[config.mk]
export PLATFORM = sky130hd
export DESIGN_NAME = memory_cycle_flat
export DESIGN_NICKNAME = d
export VERILOG_FILES = /design/src/rtl/memory_cycle_pkg.sv /design/src/rtl/memory_cycle_if.sv /design/src/rtl/memwb_reg.sv /design/src/rtl/memory_cycle.sv /design/src/flat_wrapper.sv
export SDC_FILE = /design/constraint.sdc
export NUM_CORES = 1
export LEC_CHECK = 0
export BUFFER_PORTS_ARGS = -buffer_cell sky130_fd_sc_hd__buf_2
export CORE_ASPECT_RATIO = 2
export CORE_MARGIN = 2
export CORE_UTILIZATION = 30
export DETAILED_ROUTE_END_ITERATION = 10
export PLACE_DENSITY = 0.65
export SYNTH_ARGS = -nofsm -noshare
export SYNTH_HDL_FRONTEND = slang
export SYNTH_SLANG_ARGS = --single-unit
[constraint.sdc]
create_clock -name clk -period 4.5 [get_ports clk]
set_clock_uncertainty 0.05 [all_clocks]
set_input_delay 0.9 -clock clk [delete_from_list [all_inputs] [get_ports clk]]
set_output_delay 0.9 -clock clk [all_outputs]
set_load 0.01 [all_outputs]
[src/rtl/memory_cycle_pkg.sv]
// rtl/memory_cycle_pkg.sv - shared types and widths for the MEM pipeline stage
package memory_cycle_pkg;

    localparam int DATA_WIDTH     = 18;
    localparam int REG_ADDR_WIDTH = 5;

    typedef enum logic [1:0] {
        IDLE     = 2'd0,
        ACCESS   = 2'd1,
        COMPLETE = 2'd2
    } mem_state_t;

endpackage

[src/rtl/memory_cycle_if.sv]
// rtl/memory_cycle_if.sv - request/acknowledge data-memory bus
interface memory_cycle_if #(
    parameter int WIDTH = 18
) ();

    logic             mem_req;
    logic             mem_we;
    logic [WIDTH-1:0] mem_addr;
    logic [WIDTH-1:0] mem_wdata;
    logic [WIDTH-1:0] mem_rdata;
    logic             mem_ack;

    modport master (
        output mem_req, mem_we, mem_addr, mem_wdata,
        input  mem_rdata, mem_ack
    );

    modport slave (
        input  mem_req, mem_we, mem_addr, mem_wdata,
        output mem_rdata, mem_ack
    );

endinterface

[src/rtl/memwb_reg.sv]
// rtl/memwb_reg.sv - MEM/WB pipeline register with bubble insertion
module memwb_reg #(
    parameter int WIDTH  = 18,
    parameter int REG_AW = 5
) (
    input  logic              clk,
    input  logic              rst,
    input  logic              load,
    input  logic              bubble,
    input  logic              reg_write_d,
    input  logic              result_src_d,
    input  logic [REG_AW-1:0] rd_d,
    input  logic [WIDTH-1:0]  pc_plus4_d,
    input  logic [WIDTH-1:0]  alu_result_d,
    input  logic [WIDTH-1:0]  read_data_d,
    input  logic [1:0]        rgb_d,
    output logic              reg_write_q,
    output logic              result_src_q,
    output logic [REG_AW-1:0] rd_q,
    output logic [WIDTH-1:0]  pc_plus4_q,
    output logic [WIDTH-1:0]  alu_result_q,
    output logic [WIDTH-1:0]  read_data_q,
    output logic [1:0]        rgb_q
);

    always_ff @(posedge clk or posedge rst) begin
        if (rst) begin
            reg_write_q  <= 1'b0;
            result_src_q <= 1'b0;
            rd_q         <= '0;
            pc_plus4_q   <= '0;
            alu_result_q <= '0;
            read_data_q  <= '0;
            rgb_q        <= '0;
        end else if (load) begin
            reg_write_q  <= reg_write_d;
            result_src_q <= result_src_d;
            rd_q         <= rd_d;
            pc_plus4_q   <= pc_plus4_d;
            alu_result_q <= alu_result_d;
            read_data_q  <= read_data_d;
            rgb_q        <= rgb_d;
        end else if (bubble) begin
            // Only the write enable is killed; data fields hold for forwarding stability.
            reg_write_q <= 1'b0;
        end
    end

endmodule

[src/rtl/memory_cycle.sv]
// rtl/memory_cycle.sv - MEM stage: bus access FSM with timeout, stall and MEM/WB register
module memory_cycle
    import memory_cycle_pkg::*;
#(
    parameter int WIDTH          = DATA_WIDTH,
    parameter int REG_AW         = REG_ADDR_WIDTH,
    parameter int TIMEOUT_CYCLES = 16,
    parameter int CNT_W          = $clog2(TIMEOUT_CYCLES + 1)
) (
    input  logic              clk,
    input  logic              rst,
    input  logic              RegWriteM,
    input  logic              MemWriteM,
    input  logic              ResultSrcM,
    input  logic [REG_AW-1:0] RD_M,
    input  logic [WIDTH-1:0]  PCPlus4M,
    input  logic [WIDTH-1:0]  WriteDataM,
    input  logic [WIDTH-1:0]  ALU_ResultM,
    input  logic [1:0]        RGB_M,
    memory_cycle_if.master    bus,
    output logic              StallM,
    output logic              BusErr,
    output logic              RegWriteW,
    output logic              ResultSrcW,
    output logic [REG_AW-1:0] RD_W,
    output logic [WIDTH-1:0]  PCPlus4W,
    output logic [WIDTH-1:0]  ALU_ResultW,
    output logic [WIDTH-1:0]  ReadDataW,
    output logic [1:0]        RGB_W,
    output logic [WIDTH-1:0]  ResultW
);

    localparam logic [CNT_W-1:0] TIMEOUT_LAST = CNT_W'(TIMEOUT_CYCLES - 1);

    mem_state_t       state;
    logic [CNT_W-1:0] cnt;
    logic [WIDTH-1:0] rdata_q;
    logic             access;
    logic [WIDTH-1:0] wb_read_data;

    assign access = MemWriteM | ResultSrcM;

    // Gated by rst so the stall drops together with the asynchronous state reset.
    always_comb begin
        StallM = 1'b0;
        case (state)
            IDLE:    StallM = access & ~rst;
            ACCESS:  StallM = ~rst;
            default: StallM = 1'b0;
        endcase
    end

    assign wb_read_data = (state == COMPLETE) ? rdata_q : '0;

    always_ff @(posedge clk or posedge rst) begin
        if (rst) begin
            state         <= IDLE;
            cnt           <= '0;
            bus.mem_req   <= 1'b0;
            bus.mem_we    <= 1'b0;
            bus.mem_addr  <= '0;
            bus.mem_wdata <= '0;
            BusErr        <= 1'b0;
            rdata_q       <= '0;
        end else begin
            case (state)
                IDLE: begin
                    if (access) begin
                        bus.mem_addr  <= ALU_ResultM;
                        bus.mem_wdata <= WriteDataM;
                        bus.mem_we    <= MemWriteM;
                        bus.mem_req   <= 1'b1;
                        cnt           <= '0;
                        state         <= ACCESS;
                    end
                end
                ACCESS: begin
                    // Ack takes priority over a timeout landing in the same cycle.
                    if (bus.mem_ack) begin
                        rdata_q     <= bus.mem_we ? '0 : bus.mem_rdata;
                        bus.mem_req <= 1'b0;
                        state       <= COMPLETE;
                    end else if (cnt == TIMEOUT_LAST) begin
                        BusErr      <= 1'b1;
                        rdata_q     <= '0;
                        bus.mem_req <= 1'b0;
                        state       <= COMPLETE;
                    end else if (cnt != '1) begin
                        cnt <= cnt + 1'b1;
                    end
                end
                COMPLETE: state <= IDLE;
                default:  state <= IDLE;
            endcase
        end
    end

    memwb_reg #(
        .WIDTH  (WIDTH),
        .REG_AW (REG_AW)
    ) u_memwb (
        .clk          (clk),
        .rst          (rst),
        .load         (~StallM),
        .bubble       (StallM),
        .reg_write_d  (RegWriteM),
        .result_src_d (ResultSrcM),
        .rd_d         (RD_M),
        .pc_plus4_d   (PCPlus4M),
        .alu_result_d (ALU_ResultM),
        .read_data_d  (wb_read_data),
        .rgb_d        (RGB_M),
        .reg_write_q  (RegWriteW),
        .result_src_q (ResultSrcW),
        .rd_q         (RD_W),
        .pc_plus4_q   (PCPlus4W),
        .alu_result_q (ALU_ResultW),
        .read_data_q  (ReadDataW),
        .rgb_q        (RGB_W)
    );

    assign ResultW = ResultSrcW ? ReadDataW : ALU_ResultW;

endmodule

[src/flat_wrapper.sv]
// flat-port wrapper written by rule: the top's interface ports become plain ports
module memory_cycle_flat import memory_cycle_pkg::*;
#(
    parameter int WIDTH          = DATA_WIDTH,
    parameter int REG_AW         = REG_ADDR_WIDTH,
    parameter int TIMEOUT_CYCLES = 16,
    parameter int CNT_W          = $clog2(TIMEOUT_CYCLES + 1)
)
  (clk, rst, RegWriteM, MemWriteM, ResultSrcM, RD_M, PCPlus4M, WriteDataM, ALU_ResultM, RGB_M, StallM, BusErr, RegWriteW, ResultSrcW, RD_W, PCPlus4W, ALU_ResultW, ReadDataW, RGB_W, ResultW, bus_mem_req, bus_mem_we, bus_mem_addr, bus_mem_wdata, bus_mem_rdata, bus_mem_ack);
  memory_cycle_if #(.WIDTH(WIDTH)) bus_i ();
  input  logic clk;
  input  logic rst;
  input  logic RegWriteM;
  input  logic MemWriteM;
  input  logic ResultSrcM;
  input  logic [REG_AW-1:0] RD_M;
  input  logic [WIDTH-1:0] PCPlus4M;
  input  logic [WIDTH-1:0] WriteDataM;
  input  logic [WIDTH-1:0] ALU_ResultM;
  input  logic [1:0] RGB_M;
  output logic StallM;
  output logic BusErr;
  output logic RegWriteW;
  output logic ResultSrcW;
  output logic [REG_AW-1:0] RD_W;
  output logic [WIDTH-1:0] PCPlus4W;
  output logic [WIDTH-1:0] ALU_ResultW;
  output logic [WIDTH-1:0] ReadDataW;
  output logic [1:0] RGB_W;
  output logic [WIDTH-1:0] ResultW;
  output wire logic [$bits(bus_i.mem_req)-1:0] bus_mem_req;
  output wire logic [$bits(bus_i.mem_we)-1:0] bus_mem_we;
  output wire logic [$bits(bus_i.mem_addr)-1:0] bus_mem_addr;
  output wire logic [$bits(bus_i.mem_wdata)-1:0] bus_mem_wdata;
  input wire logic [$bits(bus_i.mem_rdata)-1:0] bus_mem_rdata;
  input wire logic [$bits(bus_i.mem_ack)-1:0] bus_mem_ack;
  assign bus_mem_req = bus_i.mem_req;
  assign bus_mem_we = bus_i.mem_we;
  assign bus_mem_addr = bus_i.mem_addr;
  assign bus_mem_wdata = bus_i.mem_wdata;
  assign bus_i.mem_rdata = bus_mem_rdata;
  assign bus_i.mem_ack = bus_mem_ack;
  memory_cycle #(.WIDTH(WIDTH), .REG_AW(REG_AW), .TIMEOUT_CYCLES(TIMEOUT_CYCLES), .CNT_W(CNT_W)) u_core (.clk(clk), .rst(rst), .RegWriteM(RegWriteM), .MemWriteM(MemWriteM), .ResultSrcM(ResultSrcM), .RD_M(RD_M), .PCPlus4M(PCPlus4M), .WriteDataM(WriteDataM), .ALU_ResultM(ALU_ResultM), .RGB_M(RGB_M), .bus(bus_i), .StallM(StallM), .BusErr(BusErr), .RegWriteW(RegWriteW), .ResultSrcW(ResultSrcW), .RD_W(RD_W), .PCPlus4W(PCPlus4W), .ALU_ResultW(ALU_ResultW), .ReadDataW(ReadDataW), .RGB_W(RGB_W), .ResultW(ResultW));
endmodule
==> impl_metrics.xml, run 1 <==
<?xml version="1.0" encoding="UTF-8"?>
<metrics>
  <group name="run_status">
    <metric name="run_status" unit="">complete, no violations</metric>
  </group>
  <group name="clock_network">
    <metric name="cts.htree.levels" unit="">4</metric>
    <metric name="holdBufCountCts" unit="">0</metric>
    <metric name="worst_skew_pair.late_latency" unit="ps">410</metric>
    <metric name="cts-root-buf" unit="">sky130_fd_sc_hd__clkbuf_16</metric>
    <metric name="cts_inserted_buffers" unit="">17</metric>
    <metric name="cts.repair_timing.setup_buffer_count" unit="">0</metric>
    <metric name="clock_transition_at_the_registers_of_the_reported_paths" unit="ps">60</metric>
    <metric name="clock_tree.buffer_depth" unit="">2</metric>
    <metric name="cts.sinks" unit="">127</metric>
    <metric name="cts_tree" unit="">done</metric>
    <metric name="total_of_cells_resized_after_clock_tree_synthesis" unit="">0</metric>
  </group>
  <group name="power_and_ir_drop">
    <metric name="p_switching" unit="µW">1290</metric>
    <metric name="comb_power_share" unit="%">26.6</metric>
    <metric name="power.share.switching" unit="%">31.2</metric>
    <metric name="p_leak" unit="µW">0.00339</metric>
    <metric name="cellPowerDensity" unit="nW/µm²">603</metric>
    <metric name="power_frac_clock" unit="%">32.0</metric>
    <metric name="intPower" unit="µW">2840</metric>
    <metric name="ir_worst_vdd" unit="µV">262</metric>
    <metric name="seqPwrFrac" unit="%">41.4</metric>
  </group>
  <group name="die">
    <metric name="top_ports" unit="">206</metric>
    <metric name="fp.dieArea" unit="µm²">18100</metric>
    <metric name="std_cell_rows" unit="">67</metric>
    <metric name="effective_utilization_at_floorplan" unit="%">30.5</metric>
    <metric name="die_height" unit="µm">188</metric>
    <metric name="floorplan.core_area" unit="µm²">16700</metric>
    <metric name="fp.dieW" unit="µm">96.2</metric>
  </group>
  <group name="setup_path">
    <metric name="worst_path_max_delay_cell" unit="">sky130_fd_sc_hd__or3_1</metric>
    <metric name="startpoint_type" unit="">primary input</metric>
    <metric name="timing.critical_path.required" unit="ps">3550</metric>
    <metric name="cp.arrival" unit="ps">2310</metric>
    <metric name="setup.worst_path.end_class" unit="">output pin</metric>
    <metric name="critPathMostFrequentCell" unit="">sky130_fd_sc_hd__buf_2</metric>
    <metric name="timing.setup.critical_path_class" unit="">primary input to output pin</metric>
    <metric name="crit_path_max_incr_delay" unit="ps">540</metric>
    <metric name="critPathMaxFanout" unit="">52</metric>
    <metric name="critical_path.cell_chain" unit="">buf_2 -&gt; nor3_1 -&gt; or3_1 -&gt; inv_6 -&gt; buf_2</metric>
  </group>
  <group name="detailed_routing">
    <metric name="wire_per_inst" unit="µm">17.2</metric>
    <metric name="drt-pass1-iter-count" unit="">4</metric>
    <metric name="drc" unit="">0</metric>
    <metric name="vias" unit="">3529</metric>
    <metric name="post_drt_via_cell_ratio" unit="">4.69</metric>
    <metric name="wirelength" unit="µm">13000</metric>
    <metric name="antenna_violating_nets_post_route" unit="">0</metric>
    <metric name="dr.first_iter.drc_count" unit="">58</metric>
  </group>
  <group name="grt">
    <metric name="number_of_global_route_vias_before_repair" unit="">3722</metric>
    <metric name="initial_antenna_violation_count" unit="">0</metric>
    <metric name="globalRouteOverflowTotal" unit="">0</metric>
    <metric name="grt_start_max_net_pins" unit="">65</metric>
    <metric name="grt_pass1_wl" unit="µm">19800</metric>
    <metric name="grt_usage" unit="%">14.8</metric>
  </group>
  <group name="synth">
    <metric name="synth-edff-count" unit="">0</metric>
    <metric name="synth_top_cell_area_share" unit="%">62.4</metric>
    <metric name="synth_cell_type_count" unit="">41</metric>
    <metric name="ys_warn_count" unit="">0</metric>
    <metric name="syn_nets" unit="">411</metric>
    <metric name="yosys-top-cells-area" unit="">sky130_fd_sc_hd__dfrtp_1, sky130_fd_sc_hd__mux2_2, sky130_fd_sc_hd__mux2_1</metric>
    <metric name="synth_commonest_cells" unit="">sky130_fd_sc_hd__dfrtp_1, sky130_fd_sc_hd__mux2_2, sky130_fd_sc_hd__a22o_1</metric>
    <metric name="synth.cell_area" unit="µm²">5090</metric>
    <metric name="top_count_cell_post_synth" unit="">sky130_fd_sc_hd__dfrtp_1</metric>
    <metric name="synth_sequential_area_ratio" unit="%">62.4</metric>
    <metric name="synth_top_area_cell" unit="">sky130_fd_sc_hd__dfrtp_1</metric>
    <metric name="synth.avg_cell_area" unit="µm²">15.8</metric>
    <metric name="postSynthCellCount" unit="">323</metric>
    <metric name="synth-seq-cells" unit="">127</metric>
    <metric name="synth_flop_cell" unit="">sky130_fd_sc_hd__dfrtp_1</metric>
    <metric name="postSynth.asyncResetShare" unit="%">100</metric>
  </group>
  <group name="sta">
    <metric name="slew_viol_final" unit="">0</metric>
    <metric name="maxSlewHeadroom" unit="%">24.9</metric>
    <metric name="worst_slew_pin_slew" unit="ps">1120</metric>
    <metric name="fmaxAchievable" unit="GHz">0.307</metric>
    <metric name="setup-tns-final" unit="ps">0</metric>
    <metric name="period_needed" unit="ps">3260</metric>
    <metric name="setup_viol" unit="">0</metric>
    <metric name="rsz_0062_raised_after_global_routing" unit="">false</metric>
    <metric name="layout_worst_path_cycle_share" unit="%">72.4</metric>
    <metric name="hold_violations" unit="">0</metric>
  </group>
  <group name="placed_design">
    <metric name="dp.final_hpwl" unit="µm">9380</metric>
    <metric name="gp_weighted_congestion" unit="">0.766</metric>
    <metric name="post-place-cells" unit="">721</metric>
    <metric name="portBuffers" unit="">205</metric>
  </group>
  <group name="finish">
    <metric name="design.final.nets" unit="">621</metric>
    <metric name="fill_cells" unit="">1624</metric>
    <metric name="area_growth" unit="%">34.2</metric>
    <metric name="post_route_cells_drive_above_1_share" unit="%">57.5</metric>
    <metric name="multi_input_area" unit="µm²">1750</metric>
    <metric name="ant_cells" unit="">0</metric>
    <metric name="layoutNonFillerInstCount" unit="">753</metric>
    <metric name="sequential_cell_area" unit="µm²">3180</metric>
  </group>
  <group name="job">
    <metric name="drv_cap" unit="">0</metric>
  </group>
  <group name="worst_hold_path">
    <metric name="hold_path_class" unit="">flop to flop</metric>
  </group>
</metrics>
cells in the final DEF, fill, tap and decap left out, types with 2 or more instances in the layout:
cell	netlist	layout
sky130_fd_sc_hd__clkbuf_16	0	17
sky130_fd_sc_hd__o21ai_0	5	3
sky130_fd_sc_hd__nor3_1	3	3
sky130_fd_sc_hd__buf_4	1	3
sky130_fd_sc_hd__nor3b_1	2	2
sky130_fd_sc_hd__nor2_1	2	2
sky130_fd_sc_hd__inv_1	4	3
sky130_fd_sc_hd__buf_2	3	205
sky130_fd_sc_hd__mux2_4	9	9
sky130_fd_sc_hd__clkinv_4	0	3
sky130_fd_sc_hd__clkinvlp_4	0	5
sky130_fd_sc_hd__a22o_1	37	37
sky130_fd_sc_hd__dfrtp_1	127	127
sky130_fd_sc_hd__mux2i_1	2	2
sky130_fd_sc_hd__mux2_1	32	32
sky130_fd_sc_hd__inv_6	1	5
sky130_fd_sc_hd__ha_1	3	3
sky130_fd_sc_hd__mux2_2	57	57
registers in the layout (all words and copies together), names as in the netlist, 2 cells and up:
| signal | flops |
|---|---|
| u_core.bus.mem_wdata | 18 |
| u_core.state | 2 |
| u_core.u_memwb.rgb_q | 2 |
| u_core.rdata_q | 18 |
| u_core.u_memwb.alu_result_q | 18 |
| u_core.u_memwb.read_data_q | 18 |
| u_core.bus.mem_addr | 18 |
| u_core.u_memwb.rd_q | 5 |
| u_core.cnt | 5 |
| u_core.u_memwb.pc_plus4_q | 18 |
cell families (layout without fill, tap and decap cells):
| kind of cell | after synthesis | count (layout) | synth area share [%] |
|---|---|---|---|
| flops | 127 | 127 | 62.4 |
| fa+ha+maj | 3 | 3 | 0.737 |
| buf+inv | 22 | 245 | 3.27 |
| simple gates | 21 | 21 | 2.87 |
| compound gates | 50 | 50 | 8.03 |
| mux | 100 | 100 | 22.7 |
critical path, delay by kind of cell:
| family | cells | cell delay, ps |
|---|---|---|
| AND/OR/NAND/NOR | 2 | 600 |
| buffers and inverters | 3 | 760 |
layout make-up:
type                    instances  area share, %
flip-flops and latches        127           46.5
multi-input cells             174           25.6
repair buffers                208           15.3
clock buffers                  18           6.42
well taps                     207           3.79
clock inverters                14           1.96
inverters                       5          0.384
final timing paths:
path,start,to,slack [ps],depth (start not counted)
worst max-delay path,ResultSrcM,StallM,1240,5
worst min register to register,u_core.BusErr,u_core.BusErr,420,1
max in group asynchronous,rst,u_core.u_memwb.alu_result_q[12],2850,3
worst max register to register,u_core.cnt[0],u_core.rdata_q[5],2060,5
min in group asynchronous,rst,u_core.bus.mem_addr[8],580,2
worst min-delay path,u_core.BusErr,u_core.BusErr,420,1
metal layers:
metal,GRT usage (%),up-vias,share of wire (%)
li1,-,1609,-
met1,16.0,1792,36
met2,26.0,110,56
met3,3.72,18,4.9
met4,7.36,0,2.4
met5,0,-,0
per-stage QoR:
stage,total power [µW],instance area (µm²),setup slack (ps),hold WS (ps),utilization [%]
3_5_place_dp,2850,6270,1200,406,37.6
4_1_cts,4190,6840,1200,424,41.0
3_3_place_gp,2800,6270,1220,410,37.6
5_1_grt,4360,6840,1130,429,41.0
2_1_floorplan,2380,5090,166,384,-
6_report,4120,6840,1240,419,41.0
power groups by stage:
| stage | registers, µW | clock network (µW) | logic, µW |
|---|---|---|---|
| after CTS | 1710 | 1360 | 1120 |
| after global placement | 1700 | 0 | 1090 |
| after global routing | 1750 | 1410 | 1190 |
| after floorplan | 1800 | 0 | 576 |
| after detailed placement | 1730 | 0 | 1120 |
| final | 1700 | 1320 | 1100 |
Power figures use the tool's default switching activity.
==> run 2, diff against run 1 <==
--- a/config.mk
+++ b/config.mk
@@ -5,12 +5,13 @@
 export SDC_FILE = /design/constraint.sdc
 export NUM_CORES = 1
 export LEC_CHECK = 0
+export ABC_AREA = 1
 export BUFFER_PORTS_ARGS = -buffer_cell sky130_fd_sc_hd__buf_2
 export CORE_ASPECT_RATIO = 2
 export CORE_MARGIN = 2
 export CORE_UTILIZATION = 30
 export DETAILED_ROUTE_END_ITERATION = 10
-export PLACE_DENSITY = 0.65
+export PLACE_DENSITY = 0.63
 export SYNTH_ARGS = -nofsm -noshare
 export SYNTH_HDL_FRONTEND = slang
 export SYNTH_SLANG_ARGS = --single-unit
==> constraint.sdc (replaced) <==
create_clock -name clk -period 3.35 [get_ports clk]
set_clock_uncertainty 0.05 [all_clocks]
set_input_delay 0.67 -clock clk [delete_from_list [all_inputs] [get_ports clk]]
set_output_delay 0.67 -clock clk [all_outputs]
set_load 0.01 [all_outputs]
==> run 2 against run 1 <==
Effect of this change:
- global-route usage increased by 2.4 points
- utilization about the same
- first-iteration DRC count increased to 3.5 times the previous value
- sequential cell count unchanged
- via count increased by 29%
- clock-buffer cell count increased by 7
- critical endpoint is now ResultW[3]
- non-clock buffer count increased by 6
- clock power increased by 44%
- critical path depth decreased by 1
- setup slack got worse by 300 ps
- sequential share of layout area decreased by 1.4 points
- area after synthesis increased by 2.5%
==> impl_metrics.xml, run 2 <==
<?xml version="1.0" encoding="UTF-8"?>
<metrics>
  <group name="run_status">
    <metric name="run_status" unit="">complete, no violations</metric>
  </group>
  <group name="sta">
    <metric name="worst_slew_pin_slew" unit="ps">629</metric>
    <metric name="hold_violations" unit="">0</metric>
    <metric name="maxSlewHeadroom" unit="%">58.0</metric>
    <metric name="period_needed" unit="ps">2410</metric>
    <metric name="slew_viol_final" unit="">0</metric>
    <metric name="layout_worst_path_cycle_share" unit="%">71.9</metric>
    <metric name="setup-tns-final" unit="ps">0</metric>
    <metric name="setup_viol" unit="">0</metric>
    <metric name="fmaxAchievable" unit="GHz">0.415</metric>
    <metric name="rsz_0062_raised_after_global_routing" unit="">false</metric>
  </group>
  <group name="finish">
    <metric name="design.final.nets" unit="">884</metric>
    <metric name="area_growth" unit="%">34.9</metric>
    <metric name="post_route_cells_drive_above_1_share" unit="%">30.9</metric>
    <metric name="most_common_cell_after_layout_fill_and_taps_aside" unit="">sky130_fd_sc_hd__nand2_1</metric>
    <metric name="layout.cell_area.non_filler" unit="µm²">7050</metric>
    <metric name="fill_cells" unit="">1829</metric>
    <metric name="layout.cells.most_common_list" unit="">sky130_fd_sc_hd__nand2_1, sky130_fd_sc_hd__buf_2, sky130_fd_sc_hd__dfrtp_1</metric>
  </group>
  <group name="detailed_routing">
    <metric name="drt-pass1-iter-count" unit="">4</metric>
    <metric name="vias" unit="">4567</metric>
    <metric name="dr.first_iter.drc_count" unit="">203</metric>
    <metric name="wire_per_inst" unit="µm">15.4</metric>
    <metric name="wirelength" unit="µm">15700</metric>
    <metric name="post_drt_via_cell_ratio" unit="">4.48</metric>
    <metric name="antenna_violating_nets_post_route" unit="">0</metric>
    <metric name="drc" unit="">0</metric>
  </group>
  <group name="grt">
    <metric name="grt_start_max_net_pins" unit="">78</metric>
    <metric name="initial_antenna_violation_count" unit="">2</metric>
    <metric name="grt_pass1_wl" unit="µm">24800</metric>
    <metric name="grt_usage" unit="%">17.3</metric>
    <metric name="globalRouteOverflowTotal" unit="">0</metric>
    <metric name="number_of_global_route_vias_before_repair" unit="">4542</metric>
  </group>
  <group name="power_and_ir_drop">
    <metric name="p_leak" unit="µW">0.00391</metric>
    <metric name="cellPowerDensity" unit="nW/µm²">884</metric>
    <metric name="ir_worst_vdd" unit="µV">418</metric>
  </group>
  <group name="synth">
    <metric name="synth_compound_area_share" unit="%">7.86</metric>
    <metric name="synth-simple-area-share" unit="%">23.7</metric>
    <metric name="synth_top_area_cell" unit="">sky130_fd_sc_hd__dfrtp_1</metric>
    <metric name="synth_top_cell_area_share" unit="%">60.8</metric>
    <metric name="synth_flop_cell" unit="">sky130_fd_sc_hd__dfrtp_1</metric>
    <metric name="combinational_family_with_the_most_area_after_synthesis" unit="">simple AND/OR/NAND/NOR gates</metric>
    <metric name="synth_commonest_cells" unit="">sky130_fd_sc_hd__nand2_1, sky130_fd_sc_hd__dfrtp_1, sky130_fd_sc_hd__o21ai_0</metric>
    <metric name="yosys.area_share.adder" unit="%">0.719</metric>
    <metric name="synth-xor-area-share" unit="%">0</metric>
    <metric name="synth.cell_area" unit="µm²">5220</metric>
    <metric name="ys_warn_count" unit="">0</metric>
    <metric name="synth-seq-cells" unit="">127</metric>
    <metric name="postSynth.asyncResetShare" unit="%">100</metric>
    <metric name="synth.area.mux_share" unit="%">0</metric>
    <metric name="synth_sequential_area_ratio" unit="%">60.8</metric>
    <metric name="synth.avg_cell_area" unit="µm²">8.81</metric>
    <metric name="postSynthCellCount" unit="">593</metric>
    <metric name="synth_cell_type_count" unit="">21</metric>
    <metric name="yosys-top-cells-area" unit="">sky130_fd_sc_hd__dfrtp_1, sky130_fd_sc_hd__nand2_1, sky130_fd_sc_hd__o21ai_0</metric>
    <metric name="syn_nets" unit="">681</metric>
    <metric name="synth-edff-count" unit="">0</metric>
    <metric name="top_count_cell_post_synth" unit="">sky130_fd_sc_hd__nand2_1</metric>
  </group>
  <group name="setup_path">
    <metric name="setup.worst_path.end_class" unit="">output pin</metric>
    <metric name="timing.setup.critical_path_class" unit="">flop to output pin</metric>
    <metric name="critical_path.cell_chain" unit="">buf_4 -&gt; nand2_1 -&gt; o21ai_0 -&gt; buf_2</metric>
    <metric name="cp.arrival" unit="ps">1690</metric>
    <metric name="timing.critical_path.buf_inv" unit="">2</metric>
    <metric name="timing.critical_path.required" unit="ps">2630</metric>
    <metric name="startpoint_type" unit="">flop</metric>
    <metric name="cp_top_family" unit="">flip-flops</metric>
    <metric name="critPathMaxFanout" unit="">20</metric>
    <metric name="crit_path_max_incr_delay" unit="ps">640</metric>
    <metric name="worst_path_max_delay_cell" unit="">sky130_fd_sc_hd__dfrtp_1</metric>
  </group>
  <group name="clock_network">
    <metric name="cts.sinks" unit="">127</metric>
    <metric name="cts_tree" unit="">done</metric>
    <metric name="cts.htree.levels" unit="">4</metric>
    <metric name="cts.repair_timing.setup_buffer_count" unit="">0</metric>
    <metric name="holdBufCountCts" unit="">0</metric>
    <metric name="clock_transition_at_the_registers_of_the_reported_paths" unit="ps">60</metric>
    <metric name="cts_inserted_buffers" unit="">17</metric>
    <metric name="cts-root-buf" unit="">sky130_fd_sc_hd__clkbuf_16</metric>
    <metric name="worst_skew_pair.late_latency" unit="ps">410</metric>
    <metric name="clock_tree.buffer_depth" unit="">2</metric>
    <metric name="total_of_cells_resized_after_clock_tree_synthesis" unit="">0</metric>
  </group>
  <group name="placed_design">
    <metric name="gp_weighted_congestion" unit="">0.840</metric>
    <metric name="dp.final_hpwl" unit="µm">11300</metric>
    <metric name="post_dp_cell_area" unit="µm²">6440</metric>
    <metric name="portBuffers" unit="">205</metric>
  </group>
  <group name="die">
    <metric name="top_ports" unit="">206</metric>
    <metric name="floorplan.core_area" unit="µm²">17200</metric>
    <metric name="std_cell_rows" unit="">68</metric>
    <metric name="die_height" unit="µm">191</metric>
    <metric name="effective_utilization_at_floorplan" unit="%">30.4</metric>
    <metric name="fp.dieArea" unit="µm²">18500</metric>
    <metric name="fp.dieW" unit="µm">97.3</metric>
  </group>
  <group name="job">
    <metric name="drv_cap" unit="">0</metric>
  </group>
  <group name="worst_hold_path">
    <metric name="hold_path_class" unit="">primary input to async pin</metric>
  </group>
</metrics>
==> run 2: kinds of logic after synthesis <==
| group | count (synthesis) |
|---|---|
| adder cells (fa/ha/maj) | 3 |
| flip-flops | 127 |
| AO/OA/AOI/OAI | 76 |
| AND/OR/NAND/NOR | 305 |
| buffers and inverters | 82 |
==> run 2: final cells by class <==
class	count	area (µm²)	share of cell area (%)
Inverter	52	199	2.82
Clock inverter	6	105	1.49
Antenna cell	2	5.00	0.0710
Multi-Input combinational cell	384	1690	23.9
Tap cell	210	263	3.73
Clock buffer	25	495	7.03
Timing Repair Buffer	214	1120	15.9
Sequential cell	127	3180	45.1
==> run 2: per-stage QoR <==
stage / utilization (%) / hold WS (ps) / setup WS (ps) / power [µW] / std cells
final: 41.0 / 175 / 940 / 6230 / 1020
after global routing: 41.0 / 159 / 731 / 6670 / 1020
after CTS: 41.0 / 153 / 901 / 6320 / 1018
after floorplan: - / 417 / 1060 / 3530 / 593
after detailed placement: 37.5 / 403 / 1350 / 4390 / 987
after global placement: 37.5 / 399 / 1370 / 4350 / 987
==> run 2: layer usage <==
metal / routed length (µm) / GRT usage [%] / vias up / share of wire (%)
met5: 0 / 0 / - / 0
met4: 393 / 7.96 / 0 / 2.5
met3: 695 / 3.63 / 19 / 4.4
met2: 8480 / 30.6 / 122 / 54
met1: 6150 / 19.9 / 2152 / 39
li1: - / - / 2274 / -
==> run 2: power breakdown <==
| group | switching (µW) | internal [µW] |
|---|---|---|
| combinational | 1300 | 705 |
| sequential | 279 | 2050 |
| clock | 652 | 1240 |
==> run 2: worst paths after layout <==
path	startpoint	endpoint	slack (ps)	cells after the start
worst max-delay path	u_core.u_memwb.result_src_q	ResultW[3]	940	4
min in group clk	PCPlus4M[15]	u_core.u_memwb.pc_plus4_q[15]	410	3
worst min register to register	u_core.bus.mem_wdata[12]	u_core.bus.mem_wdata[12]	410	2
max in group asynchronous	rst	u_core.u_memwb.pc_plus4_q[5]	2380	3
worst min-delay path	rst	u_core.u_memwb.read_data_q[8]	170	2
worst max register to register	u_core.state[1]	u_core.cnt[1]	1400	7
==> run 3, diff against run 2 <==
--- a/config.mk
+++ b/config.mk
@@ -5,13 +5,13 @@
 export SDC_FILE = /design/constraint.sdc
 export NUM_CORES = 1
 export LEC_CHECK = 0
-export ABC_AREA = 1
+export ABC_AREA = 0
 export BUFFER_PORTS_ARGS = -buffer_cell sky130_fd_sc_hd__buf_2
 export CORE_ASPECT_RATIO = 2
 export CORE_MARGIN = 2
 export CORE_UTILIZATION = 30
 export DETAILED_ROUTE_END_ITERATION = 10
-export PLACE_DENSITY = 0.63
+export PLACE_DENSITY = 0.65
 export SYNTH_ARGS = -nofsm -noshare
 export SYNTH_HDL_FRONTEND = slang
 export SYNTH_SLANG_ARGS = --single-unit
==> constraint.sdc (replaced) <==
create_clock -name clk -period 2 [get_ports clk]
set_clock_uncertainty 0.05 [all_clocks]
set_input_delay 0.4 -clock clk [delete_from_list [all_inputs] [get_ports clk]]
set_output_delay 0.4 -clock clk [all_outputs]
set_load 0.01 [all_outputs]
==> run 3 against run 2 <==
Effect of this change:
- the flow now finishes with violations (setup timing)
- sequential share of layout area fell by 0.57 points
- die area is 2.4% lower
- critical path depth grew 2
- largest cell class unchanged
- largest power group unchanged
- utilization increased by 1.8 points
- via count fell by 21%
- sequential cell count unchanged
- setup slack worse by 990 ps
- global-route usage is 1.8 points lower
- power increased by 57%
- combinational power increased by 32%
- final area is 1.4% higher
- first-iteration DRC count is 63% lower
==> impl_metrics.xml, run 3 (synthesis results as in run 1) <==
<?xml version="1.0" encoding="UTF-8"?>
<metrics>
  <group name="sta">
    <metric name="period_needed" unit="ps">2050</metric>
    <metric name="maxSlewHeadroom" unit="%">47.7</metric>
    <metric name="hold_violations" unit="">0</metric>
    <metric name="fmaxAchievable" unit="GHz">0.488</metric>
    <metric name="slew_viol_final" unit="">0</metric>
    <metric name="rsz_0062_raised_after_global_routing" unit="">true</metric>
    <metric name="worst_hold_slack" unit="ps">73.6</metric>
    <metric name="worst_slew_pin_slew" unit="ps">784</metric>
    <metric name="setup_viol" unit="">2</metric>
    <metric name="post-route-worst-setup-slack" unit="ps">-49.4</metric>
    <metric name="layout_worst_path_cycle_share" unit="%">102</metric>
  </group>
  <group name="clock_network">
    <metric name="cts_tree" unit="">done</metric>
    <metric name="cts-root-buf" unit="">sky130_fd_sc_hd__clkbuf_16</metric>
    <metric name="cts.sinks" unit="">127</metric>
    <metric name="cts_inserted_buffers" unit="">17</metric>
    <metric name="worst_skew_pair.late_latency" unit="ps">410</metric>
    <metric name="clock_transition_at_the_registers_of_the_reported_paths" unit="ps">60</metric>
    <metric name="clock_tree.buffer_depth" unit="">2</metric>
    <metric name="cts.htree.levels" unit="">4</metric>
  </group>
  <group name="detailed_routing">
    <metric name="wire_per_inst" unit="µm">17.4</metric>
    <metric name="drt-pass1-iter-count" unit="">4</metric>
    <metric name="vias" unit="">3620</metric>
    <metric name="post_drt_via_cell_ratio" unit="">4.68</metric>
    <metric name="wirelength" unit="µm">13400</metric>
    <metric name="antenna_violating_nets_post_route" unit="">0</metric>
    <metric name="drc" unit="">0</metric>
    <metric name="dr.first_iter.drc_count" unit="">76</metric>
  </group>
  <group name="placed_design">
    <metric name="dp.final_hpwl" unit="µm">9870</metric>
    <metric name="portBuffers" unit="">205</metric>
    <metric name="gp_weighted_congestion" unit="">0.726</metric>
    <metric name="post-place-cells" unit="">736</metric>
    <metric name="post_dp_cell_area" unit="µm²">6450</metric>
  </group>
  <group name="die">
    <metric name="effective_utilization_at_floorplan" unit="%">30.5</metric>
    <metric name="floorplan.core_area" unit="µm²">16700</metric>
    <metric name="top_ports" unit="">206</metric>
    <metric name="std_cell_rows" unit="">67</metric>
    <metric name="fp.dieW" unit="µm">96.2</metric>
    <metric name="fp.dieArea" unit="µm²">18100</metric>
    <metric name="die_height" unit="µm">188</metric>
  </group>
  <group name="finish">
    <metric name="layoutNonFillerInstCount" unit="">773</metric>
    <metric name="ant_cells" unit="">0</metric>
    <metric name="layout.cell_area.non_filler" unit="µm²">7150</metric>
    <metric name="post_route_cells_drive_above_1_share" unit="%">60.2</metric>
    <metric name="design.final.nets" unit="">641</metric>
    <metric name="layout.cells.most_common_list" unit="">sky130_fd_sc_hd__buf_2, sky130_fd_sc_hd__dfrtp_1, sky130_fd_sc_hd__mux2_2</metric>
    <metric name="area_growth" unit="%">40.3</metric>
    <metric name="most_common_cell_after_layout_fill_and_taps_aside" unit="">sky130_fd_sc_hd__buf_2</metric>
    <metric name="utilization" unit="%">42.8</metric>
  </group>
  <group name="job">
    <metric name="drv_cap" unit="">0</metric>
  </group>
  <group name="setup_path">
    <metric name="timing.rr.start" unit="">u_core.cnt[1]</metric>
    <metric name="worstSetupPathDepth" unit="">6</metric>
    <metric name="cp.arrival" unit="ps">2300</metric>
    <metric name="critPathMaxFanout" unit="">5</metric>
    <metric name="worst_r2r_path_depth" unit="">6</metric>
    <metric name="crit_path_max_incr_delay" unit="ps">520</metric>
    <metric name="timing.critical_path.buf_inv" unit="">0</metric>
    <metric name="worst_path_max_delay_cell" unit="">sky130_fd_sc_hd__or4b_4</metric>
    <metric name="timing.critical_path.required" unit="ps">2250</metric>
    <metric name="reg2reg_to" unit="">u_core.cnt[1]</metric>
    <metric name="startpoint_type" unit="">flop</metric>
    <metric name="critPathCapture" unit="">u_core.cnt[1]</metric>
    <metric name="cp_top_family" unit="">simple AND/OR/NAND/NOR gates</metric>
    <metric name="setup.reg_to_reg.worst_slack" unit="ps">-50</metric>
    <metric name="startpoint" unit="">u_core.cnt[1]</metric>
    <metric name="timing.setup.critical_path_class" unit="">flop to flop</metric>
    <metric name="critical_path.cell_chain" unit="">ha_2 -&gt; and3_4 -&gt; ha_4 -&gt; or4b_4 -&gt; or2_1 -&gt; a31o_1</metric>
    <metric name="setup.worst_path.end_class" unit="">flop</metric>
  </group>
  <group name="run_status">
    <metric name="run_status" unit="">finished, violations left</metric>
    <metric name="violations" unit="">setup timing</metric>
  </group>
  <group name="power_and_ir_drop">
    <metric name="ir_worst_vdd" unit="µV">626</metric>
    <metric name="p_leak" unit="µW">0.00354</metric>
    <metric name="cellPowerDensity" unit="nW/µm²">1370</metric>
  </group>
  <group name="grt">
    <metric name="grt_start_max_net_pins" unit="">86</metric>
    <metric name="grt_pass1_wl" unit="µm">20900</metric>
    <metric name="globalRouteOverflowTotal" unit="">0</metric>
    <metric name="initial_antenna_violation_count" unit="">1</metric>
    <metric name="grt_usage" unit="%">15.5</metric>
    <metric name="number_of_global_route_vias_before_repair" unit="">3885</metric>
  </group>
  <group name="worst_hold_path">
    <metric name="hold_path_class" unit="">primary input to async pin</metric>
  </group>
</metrics>
[run 3: changes by cell type in the layout (fill, tap and decap cells not counted), moves of 7 or more]
cell	previous run	this run
sky130_fd_sc_hd__buf_4	7	18
sky130_fd_sc_hd__mux2_1	0	32
sky130_fd_sc_hd__inv_1	48	3
sky130_fd_sc_hd__nand3_1	40	1
sky130_fd_sc_hd__a22o_1	0	37
sky130_fd_sc_hd__mux2_4	0	9
sky130_fd_sc_hd__o22ai_1	18	1
sky130_fd_sc_hd__o21ai_0	54	2
sky130_fd_sc_hd__nor2_1	9	2
sky130_fd_sc_hd__mux2_2	0	57
sky130_fd_sc_hd__nand2_1	249	1
[run 3: worst reg2reg max path, cell delays in order, from the launching register on]
cell	delay [ps]
sky130_fd_sc_hd__dfrtp_1	390
sky130_fd_sc_hd__ha_2	190
sky130_fd_sc_hd__and3_4	190
sky130_fd_sc_hd__ha_4	160
sky130_fd_sc_hd__or4b_4	520
sky130_fd_sc_hd__or2_1	250
sky130_fd_sc_hd__a31o_1	180
[run 3: timing repair]
item / CTS / global route
hold buffers: 0 / 0
cloned: 0 / 0
endpoints found under the setup margin: 13 / 23
setup buffers: 3 / 2
gates resized for setup: 4 / 6
pin swaps: 4 / 2
[run 3: where the power goes]
group	internal [µW]	switching, µW	total, µW
sequential	3350	468	3820
combinational	1400	1260	2660
clock	2120	1160	3280
[run 3: worst min path at each step]
stage / start / slack [ps] / depth (start not counted) / endpoint
after floorplan: u_core.cnt[3] / 390 / 1 / u_core.cnt[3]
after global placement: u_core.BusErr / 400 / 1 / u_core.BusErr
after detailed placement: u_core.BusErr / 410 / 1 / u_core.BusErr
after CTS: rst / 80 / 3 / u_core.u_memwb.alu_result_q[8]
after global routing: rst / 110 / 3 / u_core.u_memwb.alu_result_q[8]
final: rst / 70 / 3 / u_core.u_memwb.alu_result_q[8]
[run 3: through the flow]
stage / total power (µW) / TNS (ps) / setup slack [ps]
5_1_grt: 10300 / -303 / -103
6_report: 9760 / -54.9 / -49.4
4_1_cts: 9910 / -141 / -45.7
3_5_place_dp: 6530 / -358 / -115
3_3_place_gp: 6410 / -122 / -54.1
2_1_floorplan: 5350 / -2210 / -19.2
[run 3: metal layers]
layer / vias to the layer above / GRT usage [%] / part of all wire (%)
met5: - / 0 / 0
met4: 0 / 8.13 / 3.1
met2: 102 / 27.9 / 58
met3: 21 / 3.40 / 4.1
met1: 1855 / 16.1 / 35
li1: 1642 / - / -
[run 3: final cells by class]
| type | instances | area [µm²] |
|---|---|---|
| fillers | 1600 | 9540 |
| flip-flops and latches | 127 | 3180 |
| multi-input cells | 174 | 1790 |
| repair buffers | 228 | 1260 |
| clock buffers | 19 | 443 |
| well taps | 207 | 259 |
| clock inverters | 13 | 188 |
| inverters | 5 | 27.5 |
